$ cat config.mk
export PLATFORM = sky130hd
export DESIGN_NAME = serial_add_ctrl_flat
export DESIGN_NICKNAME = d
export VERILOG_FILES = /design/src/rtl/serial_add_pkg.sv /design/src/rtl/serial_add_ctrl_if.sv /design/src/rtl/serial_add_ctrl.sv /design/src/flat_wrapper.sv
export SDC_FILE = /design/constraint.sdc
export NUM_CORES = 1
export LEC_CHECK = 0
export CORE_AREA = 8 8 69 71
export CTS_BUF_LIST = sky130_fd_sc_hd__clkbuf_16
export DETAILED_ROUTE_END_ITERATION = 16
export DIE_AREA = 0 0 77 79
export DONT_BUFFER_PORTS = 1
export GPL_TIMING_DRIVEN = 0
export PLACE_DENSITY = 0.59
export SETUP_SLACK_MARGIN = 0.02
export SYNTH_ARGS = -nofsm -noshare
export SYNTH_HDL_FRONTEND = slang
export SYNTH_SLANG_ARGS = --single-unit
export TNS_END_PERCENT = 50
$ cat constraint.sdc
create_clock -name clk -period 2.79 [get_ports clk]
set_clock_uncertainty 0.2 [all_clocks]
set_input_delay 0.558 -clock clk [delete_from_list [all_inputs] [get_ports clk]]
set_output_delay 0.558 -clock clk [all_outputs]
set_load 0.02 [all_outputs]
$ cat src/rtl/serial_add_pkg.sv
// Shared state encoding and default operand width for the bit-serial adder controller.
package serial_add_pkg;

  localparam int DEFAULT_WIDTH = 8;

  typedef enum logic [1:0] {
    IDLE  = 2'd0,
    RUN   = 2'd1,
    FLUSH = 2'd2,
    DONE  = 2'd3
  } state_e;

  // Counter must be able to hold WIDTH-1 for every legal WIDTH, including 1.
  function automatic int cnt_bits(input int width);
    return $clog2(width) + 1;
  endfunction

endpackage

$ cat src/rtl/serial_add_ctrl_if.sv
// Host request/response bus plus the one-bit adder hookup of the serial add controller.
// Host drives start/operands; the controller drives status, result and the adder bit lanes.
interface serial_add_ctrl_if
  import serial_add_pkg::*;
#(
  parameter int WIDTH = DEFAULT_WIDTH
);

  logic             start;
  logic [WIDTH-1:0] op_a;
  logic [WIDTH-1:0] op_b;
  logic             cin_in;
  logic             busy;
  logic             done;
  logic [WIDTH-1:0] result;
  logic             cout_out;

  logic             add_a;
  logic             add_b;
  logic             add_cin;
  logic             add_sum;
  logic             add_cout;

  modport master (
    output start, op_a, op_b, cin_in,
    input  busy, done, result, cout_out
  );

  modport slave (
    input  start, op_a, op_b, cin_in, add_sum, add_cout,
    output busy, done, result, cout_out, add_a, add_b, add_cin
  );

  modport adder (
    input  add_a, add_b, add_cin,
    output add_sum, add_cout
  );

endinterface

$ cat src/rtl/serial_add_ctrl.sv
// Bit-serial add controller: streams operands LSB-first through an external registered adder.
// done pulses WIDTH+1 edges after the accepting edge; start is ignored while busy.
module serial_add_ctrl
  import serial_add_pkg::*;
#(
  parameter int WIDTH = DEFAULT_WIDTH
) (
  input logic             clk,
  input logic             rst,
  serial_add_ctrl_if.slave bus
);

  localparam int            CW   = cnt_bits(WIDTH);
  localparam logic [CW-1:0] LAST = CW'(WIDTH - 1);

  state_e           state_q, state_d;
  logic [CW-1:0]    cnt_q, cnt_d;
  logic [WIDTH-1:0] a_q, a_d;
  logic [WIDTH-1:0] b_q, b_d;
  logic [WIDTH-1:0] res_q, res_d;
  logic             cin_q, cin_d;
  logic             cout_q, cout_d;
  logic [WIDTH:0]   res_shift;

  // Widened shift keeps the MSB-side insert legal when WIDTH is 1.
  assign res_shift = {bus.add_sum, res_q} >> 1;

  always_ff @(posedge clk) begin
    if (rst) begin
      state_q <= IDLE;
      cnt_q   <= '0;
      a_q     <= '0;
      b_q     <= '0;
      cin_q   <= 1'b0;
      res_q   <= '0;
      cout_q  <= 1'b0;
    end else begin
      state_q <= state_d;
      cnt_q   <= cnt_d;
      a_q     <= a_d;
      b_q     <= b_d;
      cin_q   <= cin_d;
      res_q   <= res_d;
      cout_q  <= cout_d;
    end
  end

  always_comb begin
    state_d     = state_q;
    cnt_d       = cnt_q;
    a_d         = a_q;
    b_d         = b_q;
    cin_d       = cin_q;
    res_d       = res_q;
    cout_d      = cout_q;
    bus.busy    = 1'b0;
    bus.done    = 1'b0;
    bus.add_a   = 1'b0;
    bus.add_b   = 1'b0;
    bus.add_cin = 1'b0;

    unique case (state_q)
      IDLE, DONE: begin
        bus.done = (state_q == DONE);
        if (bus.start) begin
          state_d = RUN;
          cnt_d   = '0;
          a_d     = bus.op_a;
          b_d     = bus.op_b;
          cin_d   = bus.cin_in;
        end else begin
          state_d = IDLE;
        end
      end

      RUN: begin
        bus.busy    = 1'b1;
        bus.add_a   = a_q[0];
        bus.add_b   = b_q[0];
        bus.add_cin = (cnt_q == '0) ? cin_q : bus.add_cout;
        a_d         = a_q >> 1;
        b_d         = b_q >> 1;
        // The adder lags one cycle, so the first capture belongs to the edge ending k=1.
        if (cnt_q != '0) begin
          res_d = res_shift[WIDTH-1:0];
        end
        if (cnt_q == LAST) begin
          state_d = FLUSH;
        end else begin
          cnt_d = cnt_q + CW'(1);
        end
      end

      FLUSH: begin
        bus.busy = 1'b1;
        res_d    = res_shift[WIDTH-1:0];
        cout_d   = bus.add_cout;
        state_d  = DONE;
      end

      default: state_d = IDLE;
    endcase
  end

  assign bus.result   = res_q;
  assign bus.cout_out = cout_q;

endmodule

$ cat src/flat_wrapper.sv
// flat-port wrapper written by rule: the top's interface ports become plain ports
module serial_add_ctrl_flat import serial_add_pkg::*;
#(
  parameter int WIDTH = DEFAULT_WIDTH
)
  (clk, rst, bus_start, bus_op_a, bus_op_b, bus_cin_in, bus_add_sum, bus_add_cout, bus_busy, bus_done, bus_result, bus_cout_out, bus_add_a, bus_add_b, bus_add_cin);
  serial_add_ctrl_if #(.WIDTH(WIDTH)) bus_i ();
  input logic clk;
  input logic rst;
  input wire logic [$bits(bus_i.start)-1:0] bus_start;
  input wire logic [$bits(bus_i.op_a)-1:0] bus_op_a;
  input wire logic [$bits(bus_i.op_b)-1:0] bus_op_b;
  input wire logic [$bits(bus_i.cin_in)-1:0] bus_cin_in;
  input wire logic [$bits(bus_i.add_sum)-1:0] bus_add_sum;
  input wire logic [$bits(bus_i.add_cout)-1:0] bus_add_cout;
  output wire logic [$bits(bus_i.busy)-1:0] bus_busy;
  output wire logic [$bits(bus_i.done)-1:0] bus_done;
  output wire logic [$bits(bus_i.result)-1:0] bus_result;
  output wire logic [$bits(bus_i.cout_out)-1:0] bus_cout_out;
  output wire logic [$bits(bus_i.add_a)-1:0] bus_add_a;
  output wire logic [$bits(bus_i.add_b)-1:0] bus_add_b;
  output wire logic [$bits(bus_i.add_cin)-1:0] bus_add_cin;
  assign bus_i.start = bus_start;
  assign bus_i.op_a = bus_op_a;
  assign bus_i.op_b = bus_op_b;
  assign bus_i.cin_in = bus_cin_in;
  assign bus_i.add_sum = bus_add_sum;
  assign bus_i.add_cout = bus_add_cout;
  assign bus_busy = bus_i.busy;
  assign bus_done = bus_i.done;
  assign bus_result = bus_i.result;
  assign bus_cout_out = bus_i.cout_out;
  assign bus_add_a = bus_i.add_a;
  assign bus_add_b = bus_i.add_b;
  assign bus_add_cin = bus_i.add_cin;
  serial_add_ctrl #(.WIDTH(WIDTH)) u_core (.clk(clk), .rst(rst), .bus(bus_i));
endmodule
### Yosys cells after proc, flatten, opt, wreduce, memory -nomap -nowiden

Index checks and enable logic that the tools add are counted.

* $add $sub $neg: 1
* eq/ne operators: 8
* muxes and demuxes: 18
* reductions and logical operators: 11

Operators with widths (number)
* case mux 8 bit (2 select lines): 3
* 2-to-1 mux 8 bit: 3
* 2-to-1 mux 4 bit: 2
* case mux 4 bit (2 select lines): 1
* 2-to-1 mux 1 bit: 7
* case mux 2 bit (3 select lines): 1
* AND reduction 2 bit: 3
* adder 4 x 1 -> 4 bit, second input constant: 1
* == test 2 bit, second input constant: 2
* == test 4 x 3 -> 1 bit, second input constant: 1
* zero test 4 bit: 1
* != test 2 x 1 -> 1 bit, second input constant: 2
* != test 2 bit, second input constant: 2
* nonzero test 2 bit: 2
* nonzero test 4 bit: 1
* OR reduction 2 bit: 2
* AND reduction 3 bit: 1
* == test 2 x 1 -> 1 bit, second input constant: 1
* zero test 2 bit: 1
* 2-to-1 mux 2 bit: 1

* register bits: 32
* bits of input ports: 22
* output and inout port bits: 14
* word-level logic and storage cells: 45

### Longest topological paths before layout

* depth after elaboration: 4
* depth in mapped cells: 7
* mapped depth without buffers: 5

### Least setup slack after synthesis

Ideal clock, no wire load.

* path type: register to output
* start: reg u_core.state_q[1]
* end: out bus_add_cin
* data arrival time: 1247 ps
* required time: 2032 ps
* setup slack: 785 ps
* cell stages (with the launch flop): 7
* path buffers: 3
* cell sequence: dfxtp_1 > inv_1 > ha_1 > buf_6 > buf_6 > buf_4 > nor2b_1

* cells in the longest elaborated chain, start to end: 2

RTL lines
* start: declaration: RTL line serial_add_ctrl.sv:16 `state_e state_q, state_d;`
* start signal: assignment: RTL line serial_add_ctrl.sv:38 `state_q <= state_d;`
* == test 2 x 1 -> 1 bit: RTL line serial_add_ctrl.sv:62 `unique case (state_q)`
* 2-to-1 mux 1 bit: RTL line serial_add_ctrl.sv:62
* end: declaration: RTL line flat_wrapper.sv:22 `output wire logic [$bits(bus_i.add_cin)-1:0] bus_add_cin;`

No other way between the ends.

### Worst setup path after layout

Ends and elaborated chain as after synthesis.

==> results.rst <==
.. list-table::
   :header-rows: 1

   * - Metric
     - Value
   * - Outcome
     - complete, no violations
   * - Type of the worst setup path
     - reg2out
   * - Delay of the slowest critical-path stage
     - 430 ps
   * - Area growth from synthesis to layout
     - 13.4%
   * - Part of the power in combinational logic
     - between 40 and 50%
   * - H-tree levels
     - 2
   * - Highest ir drop seen on vdd
     - 0.469 mV
   * - Worst slew margin relative to its limit
     - 67.9%
   * - Sequential standard cell area
     - 641 µm²
   * - Most area-consuming cells after synthesis
     - sky130_fd_sc_hd__dfxtp_1 (38%), sky130_fd_sc_hd__mux2i_1 (14%), sky130_fd_sc_hd__a211oi_2 (10%), sky130_fd_sc_hd__nor2_2 (5.2%), sky130_fd_sc_hd__nand2b_1 (4.1%)
   * - Launching instance or port of the critical path
     - u_core.state_q[1]
   * - Proportion of layout cells with a drive suffix above 1
     - 32.9%
   * - Insertion delay of the later-clocked pin in the worst-skew pair
     - approximately 270 ps
   * - Post-Synthesis Cell Area
     - 1690 µm²
   * - Multiplexer fraction of the synthesized cell area
     - 15.9%
   * - Filler cell count
     - 382
   * - Sequential cell area fraction in the yosys report
     - 37.9%
   * - Number of instances in the placed design
     - between 200 and 250
   * - Synthesized-area fraction occupied by ao, oa, aoi and oai cells
     - between 10% and 20%
   * - Unrepaired setup endpoints after global routing
     - false
   * - DRC violation count after routing
     - 0
   * - Number of setup violations in the final report
     - 0
   * - Initial cell density of the core
     - 44.5%
   * - Number of ports placed on the die boundary
     - 36
   * - Wire length of the first global-routing pass
     - 5970 µm
   * - Worst Tran Pin Value
     - around 480 ps
   * - Net switching component of the power
     - 0.881 mW
   * - Final worst path period share
     - about nine tenths
   * - Sort of element at the start of the critical path
     - register
   * - Total via count after detailed routing
     - 1160
   * - Count of flip-flops with a built-in enable after synthesis
     - 0
   * - Netlist cell types
     - 36
   * - Clock network fraction of design power
     - between 20% and 30%
   * - Basic-gate share of the synthesized area counting and, or, nand and nor cells
     - 18.7%
   * - Most frequent cells after synthesis
     - sky130_fd_sc_hd__dfxtp_1 (32), sky130_fd_sc_hd__mux2i_1 (24), sky130_fd_sc_hd__a211oi_2 (14), sky130_fd_sc_hd__nor2_2 (14), sky130_fd_sc_hd__nand2b_1 (11)
   * - Area taken by multi-input logic gates
     - slightly above 900 µm²
   * - Number of antenna cells inserted
     - 0
   * - Clock transition at the registers of the reported paths
     - 50 ps
   * - Post-detailed-route count of antenna-violating nets
     - 0
   * - Worst slack, placed
     - ~560 ps
   * - CP endpoint kind
     - output pin
   * - Leakage power of the design
     - 0.725 nW
   * - Grt ovf
     - 0
   * - Power share of the sequential group
     - 28.7%
   * - Capture point of the worst reg-to-reg path
     - u_core.cnt_q[2]
   * - Hold Crit Class
     - in2reg
   * - P_int
     - roughly 1.5 mW
   * - Number of nets in the synthesized netlist
     - 183
   * - Via density
     - 5.42
   * - Cell count after synthesis
     - approximately 160
   * - Worst-case clock buffer depth
     - 2
   * - Main flop type after synthesis
     - sky130_fd_sc_hd__dfxtp_1
   * - Data arrival time of the critical path
     - ~1800 ps
   * - Slack of the worst reg-to-reg path
     - 900 ps
   * - TritonCTS clock tree
     - yes
   * - Switch share
     - between 30 and 40%
   * - Initial antenna violation count
     - 0
   * - Most frequent cell after synthesis
     - sky130_fd_sc_hd__dfxtp_1
   * - TritonCTS sink count
     - 32
   * - Number of nets in the layout
     - 190
   * - CTS hold repair buffers
     - 0
   * - Largest fanout on the critical path
     - 10
   * - Data required time at the worst endpoint
     - 2030 ps
   * - Maximum number of pins on one net before global-route repair
     - 11
   * - Area share of xor/xnor cells in the synthesized design
     - 0%
   * - Fraction of synthesized cell area taken by the top area cell type
     - 37.9%
   * - Warning count from the yosys run
     - 0
   * - Number of resized instances in the post-cts repair step
     - 0
   * - Routed WL
     - 3660 µm
   * - Final hold violation count
     - 0
   * - Final min period
     - 2510 ps
   * - Dominant combinational cell family by area after synthesis
     - simple AND/OR/NAND/NOR gates
   * - Synth Area in Adders
     - about 3.7%
   * - Max-slew violation count
     - 0
   * - Proportion of synthesized flip-flops having asynchronous set or reset
     - 0%
   * - Post-Layout Cell Count
     - 214
   * - Slowest cell on the critical path
     - sky130_fd_sc_hd__nor2b_1
   * - Reg-to-reg critical path startpoint
     - u_core.state_q[0]
   * - Clock root buffer
     - sky130_fd_sc_hd__clkbuf_16
   * - F_max
     - 0.399 GHz
   * - Total GRT Usage
     - 12.5%
   * - Average wire per standard cell
     - 17.1 µm
   * - Syn avg cell area
     - between 10 and 15 µm²
   * - Cell taking the most area after synthesis
     - sky130_fd_sc_hd__dfxtp_1
   * - Number of max-cap violations
     - 0
   * - First-pass iteration count of the detailed router
     - 4
   * - Cells along the critical path
     - inv_1 > ha_1 > buf_6 > buf_6 > buf_4 > nor2b_1
   * - Min Hold Slack
     - 216 ps
   * - Power density over the cells
     - between 1000 and 1500 nW/µm²
   * - Floorplan die height
     - 79 µm
   * - Count of port buffers added during placement
     - 0
   * - GP Congestion
     - 0.866
   * - Initial drt markers
     - 24
   * - Worst setup endpoint
     - bus_add_cin
   * - Total negative setup slack
     - 0 ps
   * - Worst path most repeated cell
     - sky130_fd_sc_hd__buf_6
   * - Number of buffers created by CTS
     - 5
   * - Number of placement rows
     - 23
   * - Die span in x
     - between 70 and 80 µm
   * - Vias in the first global route
     - around 1200
   * - Register bit total from synthesis
     - 32
   * - Total half-perimeter wirelength after legalization and detailed placement
     - roughly 2700 µm
   * - Standard cell core area
     - roughly 3800 µm²
   * - Final critical-path setup slack
     - between 200 and 300 ps
   * - Die Outline Area
     - a little over 6000 µm²
   * - Worst reg-to-reg path cell count
     - 6
   * - Number of buffers inserted by post-CTS setup repair
     - 0
==> critical path, delay by kind of cell, from the launching register on <==
kind | cells | cell delay, ps
simple gates | 1 | 430
buf+inv | 4 | 560
fa+ha+maj | 1 | 160
flops | 1 | 320
==> sequential cells by signal (all words and copies together) (netlist names) <==
signal,cells
u_core.a_q,8
u_core.b_q,8
u_core.bus.cout_out,1
u_core.bus.result,8
u_core.cin_q,1
u_core.cnt_q,4
u_core.state_q,2
==> how the worst min path moves through the flow <==
stage                  from            to  cells after the start
5_1_grt          bus_cin_in  u_core.cin_q                      2
2_1_floorplan  u_core.cin_q  u_core.cin_q                      2
6_report         bus_cin_in  u_core.cin_q                      2
3_5_place_dp   u_core.cin_q  u_core.cin_q                      2
4_1_cts          bus_cin_in  u_core.cin_q                      2
3_3_place_gp   u_core.cin_q  u_core.cin_q                      2
==> power by group through the flow <==
| stage | clock (mW) | sequential, mW | combinational [mW] |
|---|---|---|---|
| floorplan | 0 | 0.673 | 0.952 |
| finish | 0.603 | 0.684 | 1.10 |
| detailed placement | 0 | 0.695 | 1.11 |
| CTS | 0.620 | 0.687 | 1.12 |
| global route | 0.637 | 0.704 | 1.19 |
| global placement | 0 | 0.690 | 1.08 |
==> cell families (layout without fill, tap and decap cells) <==
| logic type | count (synthesis) | in the layout |
|---|---|---|
| AOI/OAI and AO/OA | 29 | 29 |
| adders and majority gates | 5 | 5 |
| buffers and inverters | 15 | 23 |
| DFF | 32 | 32 |
| muxes | 26 | 26 |
| and+or+nand+nor | 49 | 49 |
==> per-stage QoR <==
stage	cell area, µm²	util, %	power (mW)
finish	1920	50.5	2.38
floorplan	1690	-	1.63
CTS	1920	50.5	2.42
detailed placement	1750	46.1	1.80
global placement	1750	46.1	1.77
global route	1920	50.5	2.53
==> layer usage <==
layer  part of all wire (%)  GRT usage, %  routed length (µm)
met1                     39          13.1                1430
met3                    9.2          6.55                 337
met5                      0             0                   0
met4                    2.0          6.79                  74
met2                     50          20.1                1820
==> layout by cell type (no fill, tap or decap), drive strengths merged, types with 3 or more instances in the layout <==
cell    count
ha          5
nand3       3
buf        10
inv         6
nor2       20
and2        3
nand2b     11
dfxtp      32
a21oi       6
mux2i      25
a211oi     14
clkbuf      5
==> final cells by class <==
type	instances	share of cell area, %
clock buffer	5	6.53
clock inverter	3	2.02
inverter	5	0.979
buffer	10	5.09
multi-input combinational	109	48.7
sequential	32	33.4
tap	50	3.26
No activity file was read; power rests on OpenSTA's default activity.
